<file path="src/rtl/serial_subtractor.sv">
// Bit-serial subtractor: A - B - bin, one bit per clock, LSB first.
// One full-subtractor cell is time-shared across all WIDTH bit positions.
module serial_subtractor #(
    parameter int WIDTH = 8
) (
    input  logic             clk,
    input  logic             rst_n,
    input  logic             start,
    input  logic [WIDTH-1:0] a,
    input  logic [WIDTH-1:0] b,
    input  logic             bin,
    output logic             busy,
    output logic             done,
    output logic [WIDTH-1:0] diff,
    output logic             bout
);

    localparam int CW = $clog2(WIDTH + 1);

    typedef enum logic [1:0] {
        IDLE  = 2'd0,
        SHIFT = 2'd1,
        DONE  = 2'd2
    } state_t;

    state_t           state;
    logic [WIDTH-1:0] sa;
    logic [WIDTH-1:0] sb;
    logic [WIDTH-1:0] sd;
    logic             br;
    logic [CW-1:0]    cnt;

    logic             d;
    logic             nb;
    logic [WIDTH-1:0] sd_next;

    always_comb begin
        d       = sa[0] ^ sb[0] ^ br;
        nb      = (~sa[0] & sb[0]) | (~sa[0] & br) | (sb[0] & br);
        sd_next = {d, sd[WIDTH-1:1]};
    end

    always_ff @(posedge clk or negedge rst_n) begin
        if (!rst_n) begin
            state <= IDLE;
            busy  <= 1'b0;
            done  <= 1'b0;
            diff  <= '0;
            bout  <= 1'b0;
            sa    <= '0;
            sb    <= '0;
            sd    <= '0;
            br    <= 1'b0;
            cnt   <= '0;
        end else begin
            unique case (state)
                IDLE, DONE: begin
                    done <= 1'b0;
                    if (start) begin
                        sa    <= a;
                        sb    <= b;
                        br    <= bin;
                        cnt   <= '0;
                        busy  <= 1'b1;
                        state <= SHIFT;
                    end else begin
                        state <= IDLE;
                    end
                end
                SHIFT: begin
                    sd  <= sd_next;
                    sa  <= sa >> 1;
                    sb  <= sb >> 1;
                    br  <= nb;
                    cnt <= cnt + CW'(1);
                    // Final bit: publish the result alongside the last shift
                    if (cnt == CW'(WIDTH - 1)) begin
                        diff  <= sd_next;
                        bout  <= nb;
                        done  <= 1'b1;
                        busy  <= 1'b0;
                        state <= DONE;
                    end
                end
                default: begin
                    busy  <= 1'b0;
                    done  <= 1'b0;
                    state <= IDLE;
                end
            endcase
        end
    end

endmodule

</file>
<file path="config.mk">
export PLATFORM = sky130hd
export DESIGN_NAME = serial_subtractor
export DESIGN_NICKNAME = d
export VERILOG_FILES = /design/src/rtl/serial_subtractor.sv
export SDC_FILE = /design/constraint.sdc
export NUM_CORES = 1
export LEC_CHECK = 0
export CAP_MARGIN = 25
export CORE_ASPECT_RATIO = 0.75
export CORE_UTILIZATION = 51
export DETAILED_ROUTE_END_ITERATION = 8
export PLACE_DENSITY = 0.86
export SYNTH_ARGS = -nofsm -noshare
export SYNTH_HDL_FRONTEND = slang
export SYNTH_SLANG_ARGS = --single-unit
</file>
<file path="constraint.sdc">
create_clock -name clk -period 1.8 [get_ports clk]
set_clock_uncertainty 0.05 [all_clocks]
set_input_delay 0.36 -clock clk [delete_from_list [all_inputs] [get_ports clk]]
set_output_delay 0.36 -clock clk [all_outputs]
set_load 0.01 [all_outputs]
</file>
Word-level counts from Yosys, hierarchy flattened

Cells that the tools add are included.

Register bits: 42
Latch bits: 0
RAM bits: 0
Memory bits (read-only): 0
Input port bits: 20
Logic and storage cells: 46
Memories kept: 0

Add/sub/neg operators: 1
$mul: 0
Div/mod/pow operators: 0
Order comparisons: 0
Eq/ne operators: 5
Shift-type cells: 0
Multiplexer cells: 16
Bitwise gates (word level): 8
Reduce and logical (&&, ||, !) cells: 6

Operators with widths:

| cell                                                 | number |
|---|---|
| one-hot mux 8 bit (2 select lines)                   | 2 |
| two-way mux 8 bit                                    | 2 |
| one-hot mux 4 bit (2 select lines)                   | 1 |
| two-way mux 1 bit                                    | 6 |
| AND reduction 2 bit                                  | 3 |
| adder 4 x 1 -> 4 bit (second input constant)         | 1 |
| equality test 4 x 3 -> 1 bit (second input constant) | 1 |
| two-way mux 4 bit                                    | 1 |
| != test 2 bit (second input constant)                | 2 |
| one-hot mux 1 bit (2 select lines)                   | 2 |
| one-hot mux 2 bit (2 select lines)                   | 1 |
| bitwise AND 1 bit                                    | 3 |
| equality test 2 x 1 -> 1 bit (second input constant) | 1 |
| equality test 2 bit (second input constant)          | 1 |
| logical NOT 2 bit                                    | 1 |
| two-way mux 2 bit                                    | 1 |
| OR 1 bit                                             | 2 |
| nonzero test 2 bit                                   | 1 |
| OR reduction 2 bit                                   | 1 |
| bitwise XOR 1 bit                                    | 2 |
| NOT 1 bit                                            | 1 |

Logic depth before layout (Yosys ltp)

Gate-level depths: netlist of the first run.

Word-level depth: 5
Depth in mapped cells: 5
Depth with buffers taken out: 4

Worst setup path before layout of the first run

Ideal clock, no wire load.

Path kind: reg2reg
Start point: reg cnt[0]
End point: reg bout
Library setup time: 0.125 ns
Arrival time: 1.270 ns
Required time: 1.625 ns
Setup slack: 0.356 ns
Cell stages (with the launch flop): 5
Period minus slack after synthesis: 1.444 ns
Cells stage by stage: dfrtp_1 -> ha_1 -> nand3b_1 -> nor2_4 -> mux2_2

Cells in the longest elaborated chain, start to end: 2

Ends and longest elaborated chain:

| what                                 | RTL line | source |
|---|---|---|
| start, declared                      | 31       | `logic [CW-1:0] cnt;` |
| start signal, assigned               | 75       | `cnt <= cnt + CW'(1);` |
| equality test 4 x 3 -> 1 bit         | 77       | `if (cnt == CW'(WIDTH - 1)) begin` |
| AND reduction 2 bit (no source line) | --       |  |
| end signal, assigned                 | 79       | `bout <= nb;` |
| end, declared                        | 15       | `output logic bout` |

No other way between the ends.
A chain may end at the register's enable or synchronous reset.

Final worst setup path of the first run

Start point: reg done
End point: out done

RTL lines:

| what                   | RTL line | source |
|---|---|---|
| start, declared        | 13       | `output logic done,` |
| start signal, assigned | 47       | `done <= 1'b0;` |
| start signal, assigned | 58       | `done <= 1'b0;` |
| start signal, assigned | 80       | `done <= 1'b1;` |

No word-level cell between the ends.

==> flow_metrics.tcl, run 1 <==
set metrics [dict create \
    grt_setup_unrepaired "false" \
    ant_nets 0 \
    end_kind "output port" \
    critPathMaxStageDelay_ns 0.55 \
    dpl_cell_area_sq_um 2023 \
    fin_setup_tns_ns 0 \
    avgRoutedWirePerCell_um 14.71 \
    synth_cell_types 24 \
    powerDensity_nw_per_um2 1736 \
    drc 0 \
    dr.pass1.iters 4 \
    drt-total-wl_mm 3.045 \
    multi_input_area_sq_um 615.6 \
    fin_util 0.6997 \
    layout-drive-gt1-share 0.1598 \
    start_util 0.5539 \
    area_growth_syn_to_layout_pct 26.33 \
    crit_end "done" \
    antenna_found_initial 0 \
    use_met1 0.2540 \
    r2r_start "cnt[0]" \
    path_delay_family "buffers and inverters" \
    path_buf_inv 1 \
    finalMaxSlewViolations 0 \
    cts_setup_buffers 0 \
    required_ns 1.39 \
    seqCellArea_sq_um 1001 \
    yosys_warnings 0 \
    p_leak_nw 1.057 \
    core-area_sq_um 3020 \
    top_usage_layer "met2" \
    ys_seq_elements 40 \
    hold_slack_ns 0.06633 \
    root_buffer "clkbuf_8" \
    outcome "finished clean" \
    r2r-end "bout" \
    port_buffers 30 \
    rows 17 \
    slew_headroom 0.6771 \
    dr_total_vias 1128 \
    grt_remaining_overflow 0 \
    crit_type "reg -> out" \
    grt_pass1_wl_mm 5.306 \
    nFillCells 226 \
    synthCells 130 \
    synth.cell_area_sq_um 1673 \
    clock-sinks 40 \
    r2r_cells 4 \
    ir_drop_uv 722.9 \
    use_met2 0.3464 \
    regToRegSetupSlack_ns 0.26 \
    cp.depth 1 \
    gp_congestion 0.7438 \
    cap_violations 0 \
    worst_pin_slew_ns 0.4843 \
    design_power_total_mw 3.668 \
    clock_latency_ns 0.29 \
    num-nets-final 190 \
    max_freq_ghz 0.6085 \
    hold_buffers 0 \
    via_per_inst 5.449 \
    fin_crit_ns 1.643 \
    path_cells "clkdlybuf4s50_1" \
    syn_area_per_cell_sq_um 12.87 \
    ios 31 \
    startpoint_type "register" \
    initialDrtViolationCount 45 \
    final_cell_area_sq_um 2113 \
    cts_tree "done" \
    track_usage 0.2117 \
    grt_use_met3 0.06579 \
    antennaDiodeCount 0 \
    syn_nets 152 \
    clockBufferDepth 2 \
    timing.final.crit_share 0.9130 \
    critical_path_arrival_ns 1.23 \
    die_area_sq_um 3516 \
    yosysSeqAreaShare 0.5984 \
    setup_viol 0 \
    cp_slowest_cell "clkdlybuf4s50_1" \
    timing.critical_path.from "done" \
    grt_pass1_vias 1225 \
    cp_max_fo 4 \
    final_hold_viol_count 0 \
    cts_buffers 5 \
    die_h_um 51.60 \
    cts_resized 0 \
    dp_hpwl_mm 2.124 \
    hp-class "in -> async" \
    die_w_um 68.13 \
    htree_levels 2 \
    clkSlewWorstSetupHoldPaths_ns 0.07 \
    grt_max_degree 41 \
]
final cells by class:
class                           count  area share
Timing Repair Buffer               38      0.1681
Clock buffer                        8     0.04263
Tap cell                           38     0.02250
Sequential cell                    40      0.4737
Inverter                            1    0.001776
Multi-Input combinational cell     82      0.2913
sequential cells by signal (all words and copies together), names as in the netlist:
name and cells:
diff 8, sa 8, sb 8, sd 7
cnt 4, bout 1, br 1, busy 1
done 1, state 1
kinds of logic (layout without fill, tap and decap cells):
logic type               Yosys count  in the layout  synth area share
buffers and inverters              8             47           0.03365
AO/OA/AOI/OAI                     38             38            0.1810
multiplexers                      11             11           0.07255
flip-flops                        40             40            0.5984
AND/OR/NAND/NOR                   31             31           0.09499
adder cells (fa/ha/maj)            2              2           0.01945
stage by stage:
stage	instances	setup slack [ns]
floorplan	130	0.3557
global placement	199	0.1113
detailed placement	199	0.06219
CTS	207	0.1390
global route	207	0.1125
finish	207	0.1566
routing by layer:
metal | wire, um | share of wire | vias to the layer above
met1 | 1441 | 0.47 | 569
met5 | 0 | 0 | -
met3 | 97 | 0.032 | 6
met2 | 1457 | 0.48 | 19
li1 | - | - | 534
met4 | 48 | 0.016 | 0
power by group:
part	leakage [nW]	switching (mW)	internal [mW]
combinational	0.510	0.687	0.833
clock	0.0455	0.292	0.312
sequential	0.502	0.242	1.30
total	1.06	1.22	2.45
how the worst min path moves through the flow:
stage | slack, ns | to | cells past startpoint | startpoint
after floorplan | 0.01 | bout | 0 | rst_n
after global placement | 0.38 | sa[5] | 2 | rst_n
after detailed placement | 0.39 | sa[5] | 2 | rst_n
after CTS | 0.08 | sb[6] | 2 | rst_n
after global routing | 0.11 | sa[2] | 2 | rst_n
final | 0.07 | sb[7] | 2 | rst_n
cells in the final DEF (no fill, tap or decap):
master            n
ha_1              1
clkbuf_1          2
and2b_1           1
nor2b_2           1
mux2_2            9
nor2b_1           1
nor2_1            1
nand2b_1          2
inv_1             1
nand3b_1          2
nor2_4            2
a221o_1           1
nand4_1           1
o31ai_1           1
fa_1              1
buf_4             8
mux2i_1           2
nor3_1            1
dfrtp_1          40
buf_2             1
o21ai_0           3
a21o_1           15
a22o_1           18
clkbuf_8          6
clkdlybuf4s50_1  29
nand2_1          19
cell usage after synthesis, drive strengths merged:
| cell type | n | area, sq um |
|---|---|---|
| dfrtp | 40 | 1001 |
| nand2 | 19 | 71.32 |
| a22o | 18 | 157.7 |
| a21o | 15 | 112.6 |
| mux2 | 9 | 101.4 |
| buf | 7 | 52.54 |
| nor2 | 3 | 26.27 |
| o21ai | 3 | 15.01 |
| mux2i | 2 | 20.02 |
| nand2b | 2 | 12.51 |
| nand3b | 2 | 15.01 |
| nor2b | 2 | 15.02 |
| a221o | 1 | 10.01 |
| and2b | 1 | 7.510 |
| fa | 1 | 20.02 |
| ha | 1 | 12.51 |
| inv | 1 | 3.750 |
| nand4 | 1 | 6.260 |
| nor3 | 1 | 5.000 |
| o31ai | 1 | 7.510 |
(Power assumes the default switching activity.)
==> run 2, diff against run 1 <==
--- a/config.mk
+++ b/config.mk
@@ -6,10 +6,10 @@
 export NUM_CORES = 1
 export LEC_CHECK = 0
 export CAP_MARGIN = 25
-export CORE_ASPECT_RATIO = 0.75
+export CORE_ASPECT_RATIO = 1.75
 export CORE_UTILIZATION = 51
 export DETAILED_ROUTE_END_ITERATION = 8
-export PLACE_DENSITY = 0.86
+export PLACE_DENSITY = 0.9
 export SYNTH_ARGS = -nofsm -noshare
 export SYNTH_HDL_FRONTEND = slang
 export SYNTH_SLANG_ARGS = --single-unit
==> flow_metrics.tcl, run 2 (synthesized netlist as in run 1, its figures left out) <==
set metrics [dict create \
    critPathMaxStageDelay_ns 0.55 \
    start_util 0.5325 \
    port_buffers 30 \
    multi_input_area_sq_um 615.6 \
    final_cell_mix "dfrtp_1, clkdlybuf4s50_1, nand2_1" \
    startpoint_type "register" \
    initialDrtViolationCount 17 \
    track_usage 0.2096 \
    ir_drop_uv 1080 \
    dp_hpwl_mm 2.262 \
    seqCellArea_sq_um 1001 \
    cp_max_fo 4 \
    intPower_mw 2.815 \
    regToRegSetupSlack_ns 0.24 \
    htree_levels 2 \
    clock_latency_ns 0.29 \
    final_hold_viol_count 0 \
    cts_setup_buffers 0 \
    use_met2 0.3667 \
    hold_buffers 1 \
    fin_util 0.7013 \
    r2r-end "sa[0]" \
    cts_tree "done" \
    hold_start "cnt[3]" \
    holdPathEnd "cnt[3]" \
    largestRegisters "diff x8, sa x8, sb x8" \
    fin_crit_ns 1.650 \
    dr.pass1.iters 3 \
    fin_setup_tns_ns 0 \
    core-area_sq_um 3142 \
    dr_total_vias 1167 \
    cp_slowest_cell "clkdlybuf4s50_1" \
    die_h_um 77.77 \
    drt-total-wl_mm 3.056 \
    rows 27 \
    cap_violations 0 \
    path_buf_inv 1 \
    layout-drive-gt1-share 0.1657 \
    path_cells "clkdlybuf4s50_1" \
    critical_path_arrival_ns 1.24 \
    use_met1 0.2294 \
    clkSlewWorstSetupHoldPaths_ns 0.07 \
    drc 0 \
    root_buffer "clkbuf_8" \
    num-nets-final 190 \
    via_per_inst 5.505 \
    area_growth_syn_to_layout_pct 31.71 \
    p_sw_frac 0.3041 \
    gp_congestion 0.7421 \
    required_ns 1.39 \
    powerDensity_nw_per_um2 1836 \
    clockBufferDepth 2 \
    p_switching_mw 1.230 \
    path_delay_family "buffers and inverters" \
    crit_type "reg -> out" \
    grt_max_degree 22 \
    grt_setup_unrepaired "false" \
    hp-class "reg -> reg" \
    holdPathStages 1 \
    clock-sinks 40 \
    cts_buffers 5 \
    r2r_cells 4 \
    antenna_found_initial 0 \
    ant_nets 0 \
    nFillCells 226 \
    grt_pass1_wl_mm 5.388 \
    clockPowerShare 0.249 \
    avgRoutedWirePerCell_um 14.42 \
    top_usage_layer "met2" \
    timing.final.crit_share 0.9168 \
    max_freq_ghz 0.6059 \
    end_kind "output port" \
    ios 31 \
    grt_remaining_overflow 0 \
    grt_pass1_vias 1268 \
    slew_headroom 0.6881 \
    grt_use_met3 0.04186 \
    die_w_um 45.30 \
    worst_pin_slew_ns 0.4658 \
    setup_viol 0 \
    antennaDiodeCount 0 \
    finalMaxSlewViolations 0 \
    p_leak_nw 1.094 \
    cts_resized 0 \
    outcome "finished clean" \
    pwr-share-comb 0.367 \
    r2r_start "done" \
    die_area_sq_um 3522 \
    layout_commonest_cell "dfrtp_1" \
    p_seq_frac 0.384 \
]
[run 2: cell types whose count changed in the layout (fill, tap and decap cells not counted)]
| cell | before | now |
|---|---|---|
| buf_12 | 0 | 1 |
| buf_4 | 8 | 6 |
| bufinv_16 | 0 | 3 |
| clkbuf_1 | 2 | 0 |
| clkbuf_8 | 6 | 5 |
| dlygate4sd3_1 | 0 | 1 |
[run 2: layout make-up]
cell class                 instances  share of cell area
clock inverter                     3             0.04089
tap                               43             0.02442
timing repair buffer              38              0.1681
clock buffer                       5             0.03123
multi-input combinational         82              0.2794
inverter                           1            0.001704
sequential                        40              0.4543
[run 2: through the flow]
| stage | power [mW] | std cells | area, sq um | setup slack (ns) | hold WS [ns] |
|---|---|---|---|---|---|
| final | 4.045 | 212 | 2203 | 0.1497 | 0.4291 |
| after global routing | 4.325 | 212 | 2203 | 0.09838 | 0.4358 |
| after CTS | 4.094 | 212 | 2203 | 0.1430 | 0.4290 |
| after detailed placement | 3.072 | 203 | 2034 | 0.03701 | 0.2877 |
| after global placement | 2.970 | 203 | 2034 | 0.06881 | 0.2759 |
| after floorplan | 2.576 | 130 | 1673 | 0.3557 | 0.01441 |
[run 2: how the worst max path moves through the flow]
| stage | start | endpoint | slack (ns) | cells past startpoint |
|---|---|---|---|---|
| CTS | done | done | 0.14 | 1 |
| global route | done | done | 0.1 | 1 |
| finish | done | done | 0.15 | 1 |
| detailed placement | start | sb[2] | 0.04 | 5 |
| floorplan | cnt[0] | bout | 0.36 | 4 |
| global placement | start | sb[2] | 0.07 | 5 |
[run 2: power by group through the flow]
stage | Clock (mW) | Sequential (mW) | Combinational [mW]
global placement | 0 | 1.54 | 1.43
CTS | 1.03 | 1.56 | 1.51
floorplan | 0 | 1.55 | 1.03
detailed placement | 0 | 1.57 | 1.50
finish | 1.01 | 1.55 | 1.49
global route | 1.06 | 1.59 | 1.68
[run 2: metal layers]
layer	share of wire	routed length, um	vias to the layer above
met3	0.034	105	5
met4	0.018	55	0
met1	0.38	1174	586
met5	0	0	-
li1	-	-	539
met2	0.56	1721	37
==> run 3, diff against run 2 <==
--- a/config.mk
+++ b/config.mk
@@ -5,11 +5,10 @@
 export SDC_FILE = /design/constraint.sdc
 export NUM_CORES = 1
 export LEC_CHECK = 0
-export CAP_MARGIN = 25
 export CORE_ASPECT_RATIO = 1.75
-export CORE_UTILIZATION = 51
+export CORE_UTILIZATION = 40
 export DETAILED_ROUTE_END_ITERATION = 8
-export PLACE_DENSITY = 0.9
+export PLACE_DENSITY = 0.76
 export SYNTH_ARGS = -nofsm -noshare
 export SYNTH_HDL_FRONTEND = slang
 export SYNTH_SLANG_ARGS = --single-unit
==> flow_metrics.tcl, run 3 (synthesized netlist as in run 1, its figures left out) <==
set metrics [dict create \
    hp-class "reg -> reg" \
    dr_total_vias 1142 \
    die_w_um 50.89 \
    gp_congestion 0.7201 \
    core-area_sq_um 3941 \
    die_area_sq_um 4455 \
    grt_remaining_overflow 0 \
    worst_pin_slew_ns 0.4544 \
    die_h_um 87.55 \
    via_per_inst 5.263 \
    critical_path_arrival_ns 1.24 \
    cts_setup_buffers 0 \
    num-nets-final 190 \
    end_kind "output port" \
    root_buffer "clkbuf_8" \
    critPathMaxStageDelay_ns 0.55 \
    clkSlewWorstSetupHoldPaths_ns 0.07 \
    startpoint_type "register" \
    required_ns 1.39 \
    path_cells "clkdlybuf4s50_1" \
    ir_drop_uv 1012 \
    avgRoutedWirePerCell_um 13.94 \
    cp_slowest_cell "clkdlybuf4s50_1" \
    start_util 0.4244 \
    regToRegSetupSlack_ns 0.27 \
    track_usage 0.1585 \
    area_growth_syn_to_layout_pct 27.97 \
    max_freq_ghz 0.6076 \
    grt_pass1_wl_mm 5.078 \
    cp.depth 1 \
    dp_hpwl_mm 2.241 \
    outcome "finished clean" \
    cp_max_fo 4 \
    slew_headroom 0.6971 \
    path_delay_family "buffers and inverters" \
    grt_pass1_vias 1149 \
    layout-drive-gt1-share 0.1538 \
    htree_levels 2 \
    clock_latency_ns 0.29 \
    fin_crit_ns 1.646 \
    ios 31 \
    final_cell_area_sq_um 2141 \
    fin_setup_tns_ns 0 \
    grt_max_degree 23 \
    setup_viol 0 \
    cts_buffers 5 \
    crit_end "done" \
    dr.pass1.iters 4 \
    final_cell_mix "dfrtp_1, clkdlybuf4s50_1, nand2_1" \
    drc 0 \
    timing.final.crit_share 0.9144 \
    dpl_cell_area_sq_um 2041 \
    clock-sinks 40 \
    rows 30 \
    initialDrtViolationCount 25 \
    powerDensity_nw_per_um2 1696 \
    cap_violations 0 \
    antenna_found_initial 0 \
    port_buffers 30 \
    ant_nets 0 \
    r2r_cells 4 \
    p_leak_nw 1.061 \
    antennaDiodeCount 0 \
    final_hold_viol_count 0 \
    r2r_start "cnt[0]" \
    grt_setup_unrepaired "false" \
    largestRegisters "diff x8, sa x8, sb x8" \
    cts_tree "done" \
    clockBufferDepth 2 \
    timing.critical_path.from "done" \
    finalMaxSlewViolations 0 \
    r2r-end "diff[6]" \
    crit_type "reg -> out" \
    layout_commonest_cell "dfrtp_1" \
    drt-total-wl_mm 3.024 \
    path_buf_inv 1 \
]
[run 3: cell count changes in the layout (fill, tap and decap cells not counted), sizes merged]
cell and delta:
clkbuf +3, bufinv -3
[run 3: worst min-delay path by stage]
stage / startpoint / end / slack (ns) / depth (start not counted)
6_report: cnt[3] / cnt[3] / 0.42 / 1
5_1_grt: sd[1] / sd[1] / 0.46 / 2
4_1_cts: cnt[3] / cnt[3] / 0.43 / 1
3_5_place_dp: rst_n / sa[4] / 0.28 / 1
2_1_floorplan: rst_n / bout / 0.01 / 0
3_3_place_gp: rst_n / sa[4] / 0.27 / 1
[run 3: timing repair]
action	4_1_cts	5_1_grt
gates resized for setup	0	0
hold buffers	1	0
endpoints found under the hold margin	18	0
[run 3: layer usage]
metal | vias up | part of all wire | track usage
li1 | 538 | - | -
met1 | 577 | 0.38 | 0.1541
met2 | 23 | 0.56 | 0.2933
met3 | 4 | 0.030 | 0.03819
met4 | 0 | 0.024 | 0.09596
met5 | - | 0 | 0
[run 3: metrics by stage]
stage	instances	total power, mW	util	hold slack, ns	setup WS [ns]
4_1_cts	217	3.682	0.5432	0.4254	0.1413
6_report	217	3.631	0.5432	0.4233	0.1541
2_1_floorplan	130	2.576	-	0.01441	0.3557
3_5_place_dp	208	3.074	0.5178	0.2789	0.02283
3_3_place_gp	208	2.979	0.5178	0.2741	0.07787
5_1_grt	217	3.888	0.5432	0.4576	0.1030
[run 3: area by class of cell]
| type | instances | area, sq um |
|---|---|---|
| Inverter | 1 | 3.754 |
| Sequential cell | 40 | 1001 |
| Clock buffer | 8 | 90.09 |
| Fill cell | 357 | 1800 |
| Multi-Input combinational cell | 82 | 615.6 |
| Tap cell | 48 | 60.06 |
| Timing Repair Buffer | 38 | 370.4 |
[run 3: power by group]
part           internal [mW]  switching, mW
logic                  0.818          0.667
clock network          0.313          0.298
registers               1.30          0.234
total                   2.43           1.20
